<file path="src/rtl/pcs_tx_sequencer.sv">
// TX-side 64b/66b PCS sequencer: init handshake, gearbox sequence, header phase and shared pause.
// Optional statistics counters are built when STATS_EN is defined.
module pcs_tx_sequencer #(
    parameter int DATA_WIDTH  = 32,
    parameter int INIT_CYCLES = 16,
    parameter int SEQ_MAX     = 32
) (
    input  logic        i_txc,
    input  logic        i_reset,
    input  logic        i_enable,
    output logic        o_init_done,
    output logic        o_tx_pause,
    output logic [5:0]  o_gearbox_seq,
    output logic        o_header_phase,
    output logic        o_mac_ready
`ifdef STATS_EN
    ,
    output logic [31:0] o_block_count,
    output logic [15:0] o_pause_count
`endif
);

    localparam bit WIDE = (DATA_WIDTH == 64);
    localparam int CW = (INIT_CYCLES < 2) ? 1 : $clog2(INIT_CYCLES);
    localparam logic [CW-1:0] INIT_LAST = CW'(INIT_CYCLES - 1);
    localparam logic [5:0] SEQ_LAST = 6'(SEQ_MAX);

    if (DATA_WIDTH != 32 && DATA_WIDTH != 64) begin : g_bad_width
        $error("pcs_tx_sequencer: DATA_WIDTH must be 32 or 64");
    end

    typedef enum logic [1:0] {
        IDLE = 2'd0,
        INIT = 2'd1,
        RUN  = 2'd2
    } state_t;

    state_t          state_reg;
    state_t          state_next;
    logic [CW-1:0]   init_cnt_reg;
    logic [5:0]      seq_reg;
    logic            half_reg;
    logic            in_run;
    logic            pause_now;
    logic            seq_step;

    // In 32b mode a block spans two words, so seq only advances on the second half.
    assign seq_step = WIDE | half_reg;

    always_ff @(posedge i_txc or posedge i_reset) begin
        if (i_reset) begin
            state_reg    <= IDLE;
            init_cnt_reg <= '0;
            seq_reg      <= '0;
            half_reg     <= 1'b0;
        end else begin
            state_reg <= state_next;

            if (state_reg == INIT && state_next == INIT) begin
                init_cnt_reg <= init_cnt_reg + 1'b1;
            end else begin
                init_cnt_reg <= '0;
            end

            if (state_reg == RUN && state_next == RUN) begin
                half_reg <= WIDE ? 1'b0 : ~half_reg;
                if (seq_step) begin
                    seq_reg <= (seq_reg == SEQ_LAST) ? 6'd0 : seq_reg + 6'd1;
                end
            end else begin
                seq_reg  <= '0;
                half_reg <= 1'b0;
            end
        end
    end

    always_comb begin
        state_next = state_reg;
        case (state_reg)
            IDLE: begin
                if (i_enable) begin
                    state_next = INIT;
                end
            end
            INIT: begin
                if (!i_enable) begin
                    state_next = IDLE;
                end else if (init_cnt_reg == INIT_LAST) begin
                    state_next = RUN;
                end
            end
            RUN: begin
                if (!i_enable) begin
                    state_next = IDLE;
                end
            end
            default: state_next = IDLE;
        endcase
    end

    // Outputs decode flops only, so i_enable never reaches them combinationally.
    always_comb begin
        in_run         = (state_reg == RUN);
        pause_now      = in_run && (seq_reg == SEQ_LAST);
        o_init_done    = in_run;
        o_tx_pause     = pause_now;
        o_gearbox_seq  = seq_reg;
        o_header_phase = in_run && (WIDE || !half_reg);
        o_mac_ready    = in_run && !pause_now;
    end

`ifdef STATS_EN
    logic        block_end;
    logic [31:0] block_count_reg;
    logic [15:0] pause_count_reg;

    assign block_end = in_run && !pause_now && seq_step;

    always_ff @(posedge i_txc or posedge i_reset) begin
        if (i_reset) begin
            block_count_reg <= '0;
            pause_count_reg <= '0;
        end else if (state_next != RUN) begin
            block_count_reg <= '0;
            pause_count_reg <= '0;
        end else begin
            if (block_end && block_count_reg != '1) begin
                block_count_reg <= block_count_reg + 32'd1;
            end
            if (pause_now && pause_count_reg != '1) begin
                pause_count_reg <= pause_count_reg + 16'd1;
            end
        end
    end

    assign o_block_count = block_count_reg;
    assign o_pause_count = pause_count_reg;
`endif

endmodule

</file>
<file path="config.mk">
export PLATFORM = sky130hd
export DESIGN_NAME = pcs_tx_sequencer
export DESIGN_NICKNAME = d
export VERILOG_FILES = /design/src/rtl/pcs_tx_sequencer.sv
export SDC_FILE = /design/constraint.sdc
export NUM_CORES = 1
export LEC_CHECK = 0
export CAP_MARGIN = 15
export CORE_MARGIN = 2
export CORE_UTILIZATION = 43
export CTS_CLUSTER_DIAMETER = 30
export DETAILED_ROUTE_END_ITERATION = 12
export PLACE_DENSITY = 0.71
export SLEW_MARGIN = 20
export SYNTH_ARGS = -nofsm -noshare
export SYNTH_HDL_FRONTEND = slang
export SYNTH_SLANG_ARGS = --single-unit
</file>
<file path="constraint.sdc">
create_clock -name i_txc -period 1.3 [get_ports i_txc]
set_input_delay 0.26 -clock i_txc [delete_from_list [all_inputs] [get_ports i_txc]]
set_output_delay 0.26 -clock i_txc [all_outputs]
set_load 0.1 [all_outputs]
</file>
==> results of run 1 <==
## routing by layer
metal  vias up  routed length [um]  part of all wire  global-route usage
li1        332                   -                 -                   -
met1       379                1020              0.38               0.349
met2        52                1380              0.51               0.385
met3        15                 201             0.075              0.0426
met4         0                  85             0.032               0.109
met5         -                   0                 0                   0
## worst paths after layout
| check | startpoint | end | slack [ns] | cells past startpoint |
|---|---|---|---|---|
| setup / recovery | o_gearbox_seq[1]$_DFFE_PP0P_ | o_tx_pause | -0.42 | 4 |
| hold / removal | i_reset | o_gearbox_seq[4]$_DFFE_PP0P_ | 0.25 | 3 |
| setup reg to reg | state_reg[1]$_DFF_PP0_ | o_gearbox_seq[5]$_DFFE_PP0P_ | -0.16 | 4 |
| hold reg to reg | init_cnt_reg[0]$_DFF_PP0_ | init_cnt_reg[0]$_DFF_PP0_ | 0.51 | 1 |
| max in group asynchronous | i_reset | o_gearbox_seq[3]$_DFFE_PP0P_ | 0.85 | 3 |
| min in group i_txc | init_cnt_reg[0]$_DFF_PP0_ | init_cnt_reg[0]$_DFF_PP0_ | 0.51 | 1 |
## critical path, delay by kind of cell (launching register included)
family / cells / cell delay, ns
simple gates: 1 / 0.24
buf+inv: 2 / 0.26
flops: 1 / 0.50
fa+ha+maj: 1 / 0.16
## layout by cell type, fill, tap and decap left out, types with 2 or more instances in the layout
cell type / instances
sky130_fd_sc_hd__a21oi_2: 4
sky130_fd_sc_hd__buf_12: 10
sky130_fd_sc_hd__buf_4: 15
sky130_fd_sc_hd__buf_6: 17
sky130_fd_sc_hd__clkbuf_4: 3
sky130_fd_sc_hd__clkdlybuf4s50_1: 2
sky130_fd_sc_hd__dfrtp_1: 6
sky130_fd_sc_hd__dfrtp_2: 2
sky130_fd_sc_hd__dfrtp_4: 5
sky130_fd_sc_hd__ha_4: 2
sky130_fd_sc_hd__inv_1: 4
sky130_fd_sc_hd__inv_2: 2
sky130_fd_sc_hd__nand3_1: 4
sky130_fd_sc_hd__nor2_1: 3
sky130_fd_sc_hd__nor3b_1: 2
sky130_fd_sc_hd__nor4bb_4: 2
sky130_fd_sc_hd__o21ai_0: 3
sky130_fd_sc_hd__or3_4: 2
## kinds of logic (layout without fill, tap and decap cells)
| group | after synthesis | after routing | synth area share |
|---|---|---|---|
| AO/OA/AOI/OAI | 14 | 14 | 0.132 |
| XOR/XNOR | 2 | 2 | 0.0268 |
| adder cells (fa/ha/maj) | 3 | 3 | 0.0574 |
| buffers and inverters | 8 | 55 | 0.0574 |
| flip-flops | 13 | 13 | 0.497 |
| multiplexers | 1 | 1 | 0.0153 |
| AND/OR/NAND/NOR | 24 | 25 | 0.214 |
## timing repair
item	in CTS	in global routing
endpoints found under the setup margin	14	16
pin swaps	7	6
cloned	1	0
buffers inserted	10	7
resized for setup	18	15
endpoints found under the hold margin	0	0
## cell type report
type / instances / area [um^2]
Clock buffer: 4 / 26.3
Tap cell: 16 / 20.0
Fill cell: 42 / 93.8
Multi-Input combinational cell: 45 / 430
Timing Repair Buffer: 44 / 524
Inverter: 7 / 30.0
Sequential cell: 13 / 347
## power groups by stage
stage	clock network, mW	logic, mW	registers [mW]
final	0.275	0.0843	0.422
after global routing	0.299	0.0893	0.423
after CTS	0.264	0.0789	0.420
after detailed placement	0	0.0535	0.430
after global placement	0	0.0525	0.429
after floorplan	0	0.0264	0.430
==> results.rst, run 1 <==
.. list-table::
   :header-rows: 1

   * - Metric
     - Value
   * - Run status
     - complete, but fails checks
   * - Failing checks
     - setup timing
   * - Count of different cell masters after synthesis
     - 26
   * - Clock latency of the later-clocked register in the worst-skew pair
     - 0.30 ns
   * - DRC violation total after the first TritonRoute iteration
     - 42
   * - Global routing usage summed across all routing layers
     - 0.251
   * - Largest voltage drop on the vdd net
     - 0.664 mV
   * - Async set or reset register ratio after synthesis
     - 1.00
   * - Psw
     - 0.205 mW
   * - Final routed DRC violation total
     - 0
   * - Detailed-placement wirelength estimate
     - 1170 um
   * - Post-layout power
     - 0.782 mW
   * - Worst Clk Skew
     - 0.00890 ns
   * - First-pass GRT wire length
     - 3330 um
   * - Net count, final
     - 120
   * - Hold-fix buffers at CTS
     - 0
   * - Clock tree from TritonCTS
     - done
   * - Total of endpoints with negative setup slack in the final report
     - 15
   * - Flip-flop count of the largest register, all copies and words added
     - 6
   * - Most numerous cell types in the synthesized netlist
     - 13 x sky130_fd_sc_hd__dfrtp_1, 7 x sky130_fd_sc_hd__inv_1, 5 x sky130_fd_sc_hd__a21oi_1, 5 x sky130_fd_sc_hd__nor2_1
   * - Highest net fanout along the worst path
     - 3
   * - Total clock buffers created by CTS
     - 3
   * - Yosys warnings
     - 0
   * - Max-slew violation count
     - 0
   * - Maximum level of the CTS H-tree
     - 1
   * - Setup WS pre-CTS
     - -0.417 ns
   * - Area of placed instances
     - 1130 um^2
   * - Sequential Power Share
     - 0.540
   * - Power density over the cells
     - 568 nW/um^2
   * - Total via count in the routed design
     - 778
   * - Total congestion overflow
     - 0
   * - Syn Nets
     - 71
   * - I/O Pins
     - 13
   * - Critical setup path kind
     - flop to primary output
   * - Post-CTS clock slew at the launch and capture registers of the worst setup and hold paths
     - 0.09 ns
   * - Max stage delay cell, worst path
     - sky130_fd_sc_hd__dfrtp_4
   * - Number of global-route vias before repair
     - 690
   * - Quantity of I/O buffers inserted on ports
     - 12
   * - Worst Slack Setup Final
     - -0.425 ns
   * - Final design area excluding fillers
     - 1380 um^2
   * - Total Die Area
     - 1850 um^2
   * - Synthesis-to-layout area growth
     - 111%
   * - Max Clk Rate
     - 580 MHz
   * - RSZ-0062 raised after global routing
     - yes
   * - Num rows
     - 14
   * - Number of antenna violations at the first check in global routing
     - 0
   * - Buffer levels on the longest clock path
     - 2
   * - Switching portion of total power
     - 0.262
   * - Startpoint Class
     - flop
   * - DRT Wirelength
     - 2680 um
   * - Starting density of the core
     - 0.445
   * - Routability cong.
     - 0.769
   * - Leakage power
     - 0.553 nW
   * - Final Instance Count excl. Fillers
     - 129
   * - Worst-Margin Slew
     - 0.349 ns
   * - Mean number of vias per cell
     - 6.03
   * - Arrival time at the worst endpoint
     - 1.46 ns
   * - Horizontal extent of the die
     - 43.0 um
   * - Most area-hungry cell type in the Yosys netlist
     - sky130_fd_sc_hd__dfrtp_1
   * - Tcrit/Tclk final
     - 1.33
   * - Die Ht
     - 43.0 um
   * - Critical-path cell list
     - inv_2 > ha_4 > and4_4 > buf_12
   * - Post-Synthesis Cell Area
     - 654 um^2
   * - Root Buffer
     - sky130_fd_sc_hd__clkbuf_4
   * - Critical path required time
     - 1.04 ns
   * - Clock network fraction of design power
     - 0.352
   * - Detailed-router iteration count before antenna repair
     - 4
   * - Most used flip-flop cell after synthesis
     - sky130_fd_sc_hd__dfrtp_1
   * - Clk sinks
     - 13
   * - Count leader, synth
     - sky130_fd_sc_hd__dfrtp_1
   * - Number of violations of the max-capacitance limit
     - 0
   * - Largest net degree at the start of global routing
     - 14
   * - Number of enable-type register cells in the synthesized netlist
     - 0
   * - Gate count after technology mapping
     - 65
   * - Fraction of synthesized cell area taken by the top area cell type
     - 0.497
   * - Antenna diode count
     - 0
   * - Antenna violation net count after detailed routing
     - 0
   * - Syn avg cell area
     - 10.1 um^2
   * - Share of the core filled with cells
     - 0.936
   * - Synth top area cells
     - sky130_fd_sc_hd__dfrtp_1 50%, sky130_fd_sc_hd__ha_1 5.7%, sky130_fd_sc_hd__inv_1 4.0%
   * - Share of total power in combinational logic
     - 0.108
   * - Placed cells
     - 112
   * - Worst Hold Slack
     - 0.247 ns
   * - Area of the core
     - 1470 um^2
   * - Max-slew headroom
     - 0.767
   * - CP Capture Type
     - primary output
   * - Worst min-delay path class
     - primary input to async pin
   * - Layout cell share with drive strength beyond 1
     - 0.637
   * - Number of register bits inferred by synthesis
     - 13
   * - Fraction of the yosys area taken by sequential cells
     - 0.497
   * - Final period demand of the worst path
     - 1.72 ns
   * - Total Negative Setup Slacks
     - -2.58 ns
   * - WL per Instance
     - 20.8 um
   * - Delay of the slowest cell on the worst path
     - 0.50 ns
   * - Final-report hold violation count
     - 0
   * - Internal power
     - 0.577 mW
(Power assumes the default switching activity.)
==> inputs of run 2 (changes only) <==
--- a/config.mk
+++ b/config.mk
@@ -6,11 +6,12 @@
 export NUM_CORES = 1
 export LEC_CHECK = 0
 export CAP_MARGIN = 15
-export CORE_MARGIN = 2
-export CORE_UTILIZATION = 43
+export CORE_AREA = 2 2 39 41
 export CTS_CLUSTER_DIAMETER = 30
+export CTS_CLUSTER_SIZE = 16
 export DETAILED_ROUTE_END_ITERATION = 12
-export PLACE_DENSITY = 0.71
+export DIE_AREA = 0 0 41 43
+export PLACE_DENSITY = 0.77
 export SLEW_MARGIN = 20
 export SYNTH_ARGS = -nofsm -noshare
 export SYNTH_HDL_FRONTEND = slang
==> constraint.sdc (replaced) <==
create_clock -name i_txc -period 2 [get_ports i_txc]
set_input_delay 0.4 -clock i_txc [delete_from_list [all_inputs] [get_ports i_txc]]
set_output_delay 0.4 -clock i_txc [all_outputs]
set_load 0.1 [all_outputs]
==> results.rst, run 2 (synthesis gave the netlist of run 1 again) <==
.. list-table::
   :header-rows: 1

   * - Metric
     - Value
   * - Num rows
     - 14
   * - Layout cell share with drive strength beyond 1
     - 0.325
   * - Total of endpoints with negative setup slack in the final report
     - 0
   * - Final-report hold violation count
     - 0
   * - Detailed-router iteration count before antenna repair
     - 3
   * - Antenna violation net count after detailed routing
     - 0
   * - Final period demand of the worst path
     - 1.93 ns
   * - Tcrit/Tclk final
     - 0.966
   * - Clock latency of the later-clocked register in the worst-skew pair
     - 0.28 ns
   * - Quantity of I/O buffers inserted on ports
     - 12
   * - Global routing usage summed across all routing layers
     - 0.180
   * - Arrival time at the worst endpoint
     - 1.53 ns
   * - Total via count in the routed design
     - 530
   * - Flip-flop count of the largest register, all copies and words added
     - 6
   * - Hold-fix buffers at CTS
     - 0
   * - Setup WS pre-CTS
     - 0.111 ns
   * - Number of global-route vias before repair
     - 508
   * - Area of the core
     - 1380 um^2
   * - Area of the multi-input gates
     - 317 um^2
   * - Largest voltage drop on the vdd net
     - 0.385 mV
   * - Start point of the critical path
     - state_reg[0]$_DFF_PP0_
   * - Total Die Area
     - 1760 um^2
   * - Worst min-delay path class
     - primary input to async pin
   * - Critical path required time
     - 1.60 ns
   * - Total of cells resized after clock tree synthesis
     - 0
   * - R2R depth
     - 4
   * - FF+latch area
     - 333 um^2
   * - WL per Instance
     - 12.4 um
   * - Max Clk Rate
     - 518 MHz
   * - Fill cell instance count of the final layout
     - 112
   * - Root Buffer
     - sky130_fd_sc_hd__clkbuf_4
   * - Synthesis-to-layout area growth
     - 38.4%
   * - Die Ht
     - 43 um
   * - Clock tree from TritonCTS
     - done
   * - Worst Slack Setup Final
     - 0.0681 ns
   * - Number of violations of the max-capacitance limit
     - 0
   * - DRC violation total after the first TritonRoute iteration
     - 3
   * - Total congestion overflow
     - 0
   * - Worst Clk Skew
     - 0.00295 ns
   * - Max-slew headroom
     - 0.677
   * - Net count, final
     - 90
   * - Critical register-to-register path startpoint
     - state_reg[1]$_DFF_PP0_
   * - Most common cell after layout, fill and taps aside
     - sky130_fd_sc_hd__buf_4
   * - Final routed DRC violation total
     - 0
   * - Startpoint Class
     - flop
   * - DRT Wirelength
     - 1230 um
   * - Run status
     - complete, no violations
   * - Largest net degree at the start of global routing
     - 14
   * - I/O Pins
     - 13
   * - First-pass GRT wire length
     - 2110 um
   * - Starting density of the core
     - 0.473
   * - Total clock buffers created by CTS
     - 3
   * - Highest net fanout along the worst path
     - 7
   * - Clk sinks
     - 13
   * - Post-CTS clock slew at the launch and capture registers of the worst setup and hold paths
     - 0.08 ns
   * - Number of antenna violations at the first check in global routing
     - 0
   * - CP Capture Type
     - primary output
   * - Leakage power
     - 0.359 nW
   * - Commonest cells after routing, fill and taps aside
     - 8 x sky130_fd_sc_hd__buf_4, 7 x sky130_fd_sc_hd__dfrtp_1, 6 x sky130_fd_sc_hd__inv_1, 6 x sky130_fd_sc_hd__dfrtp_2
   * - Antenna diode count
     - 0
   * - Worst-Margin Slew
     - 0.484 ns
   * - Routability cong.
     - 0.711
   * - Final Instance Count excl. Fillers
     - 99
   * - Buffer levels on the longest clock path
     - 2
   * - Placed cells
     - 95
   * - Number of buffers added for setup after CTS
     - 0
   * - RSZ-0062 raised after global routing
     - no
   * - Detailed-placement wirelength estimate
     - 926 um
   * - Max-slew violation count
     - 0
   * - Register-to-register path setup slack
     - 0.53 ns
   * - Critical setup path kind
     - flop to primary output
   * - Power density over the cells
     - 511 nW/um^2
   * - Maximum level of the CTS H-tree
     - 1
   * - Endpoint of the most critical register-to-register path
     - o_gearbox_seq[5]$_DFFE_PP0P_
   * - Mean number of vias per cell
     - 5.35
   * - Horizontal extent of the die
     - 41 um
   * - Post-layout power
     - 0.463 mW
   * - Worst Hold Slack
     - 0.432 ns
   * - Total Negative Setup Slacks
     - 0 ns
[run 2: power breakdown]
| part | total [mW] | switching [mW] | internal [mW] |
|---|---|---|---|
| Clock | 0.162 | 0.0848 | 0.0775 |
| Sequential | 0.276 | 0.00718 | 0.269 |
| Combinational | 0.0245 | 0.0124 | 0.0121 |
| Total | 0.463 | 0.104 | 0.358 |
[run 2: layer usage]
metal | wire, um | part of all wire | global-route usage
met1 | 580 | 0.47 | 0.256
met2 | 569 | 0.46 | 0.241
met3 | 45 | 0.037 | 0.0314
met4 | 34 | 0.028 | 0.120
met5 | 0 | 0 | 0
[run 2: through the flow]
step                      utilization  instance area, um^2
after floorplan                     -                  691
after CTS                       0.655                  906
after global placement          0.636                  880
after detailed placement        0.636                  880
final                           0.655                  906
after global routing            0.655                  906
[run 2: cell type report]
cell class	count	share of cell area
sequential	13	0.367
multi-input combinational	44	0.349
timing repair buffer	15	0.199
inverter	7	0.0331
clock buffer	4	0.0290
tap	16	0.0221
[run 2: how the worst max path moves through the flow]
stage	to	slack (ns)	depth (start not counted)
2_1_floorplan	o_mac_ready	-0.05	3
3_3_place_gp	o_gearbox_seq[5]$_DFFE_PP0P_	0.16	5
3_5_place_dp	o_gearbox_seq[5]$_DFFE_PP0P_	0.11	5
4_1_cts	o_tx_pause	0.06	4
5_1_grt	o_tx_pause	0.01	4
6_report	o_tx_pause	0.07	4
[run 2: worst max-delay path: stages (launching register included)]
cell and delay (ns):
sky130_fd_sc_hd__dfrtp_1 0.44, sky130_fd_sc_hd__nand2b_1 0.27, sky130_fd_sc_hd__clkinvlp_4 0.16, sky130_fd_sc_hd__and4_4 0.22, sky130_fd_sc_hd__buf_12 0.17
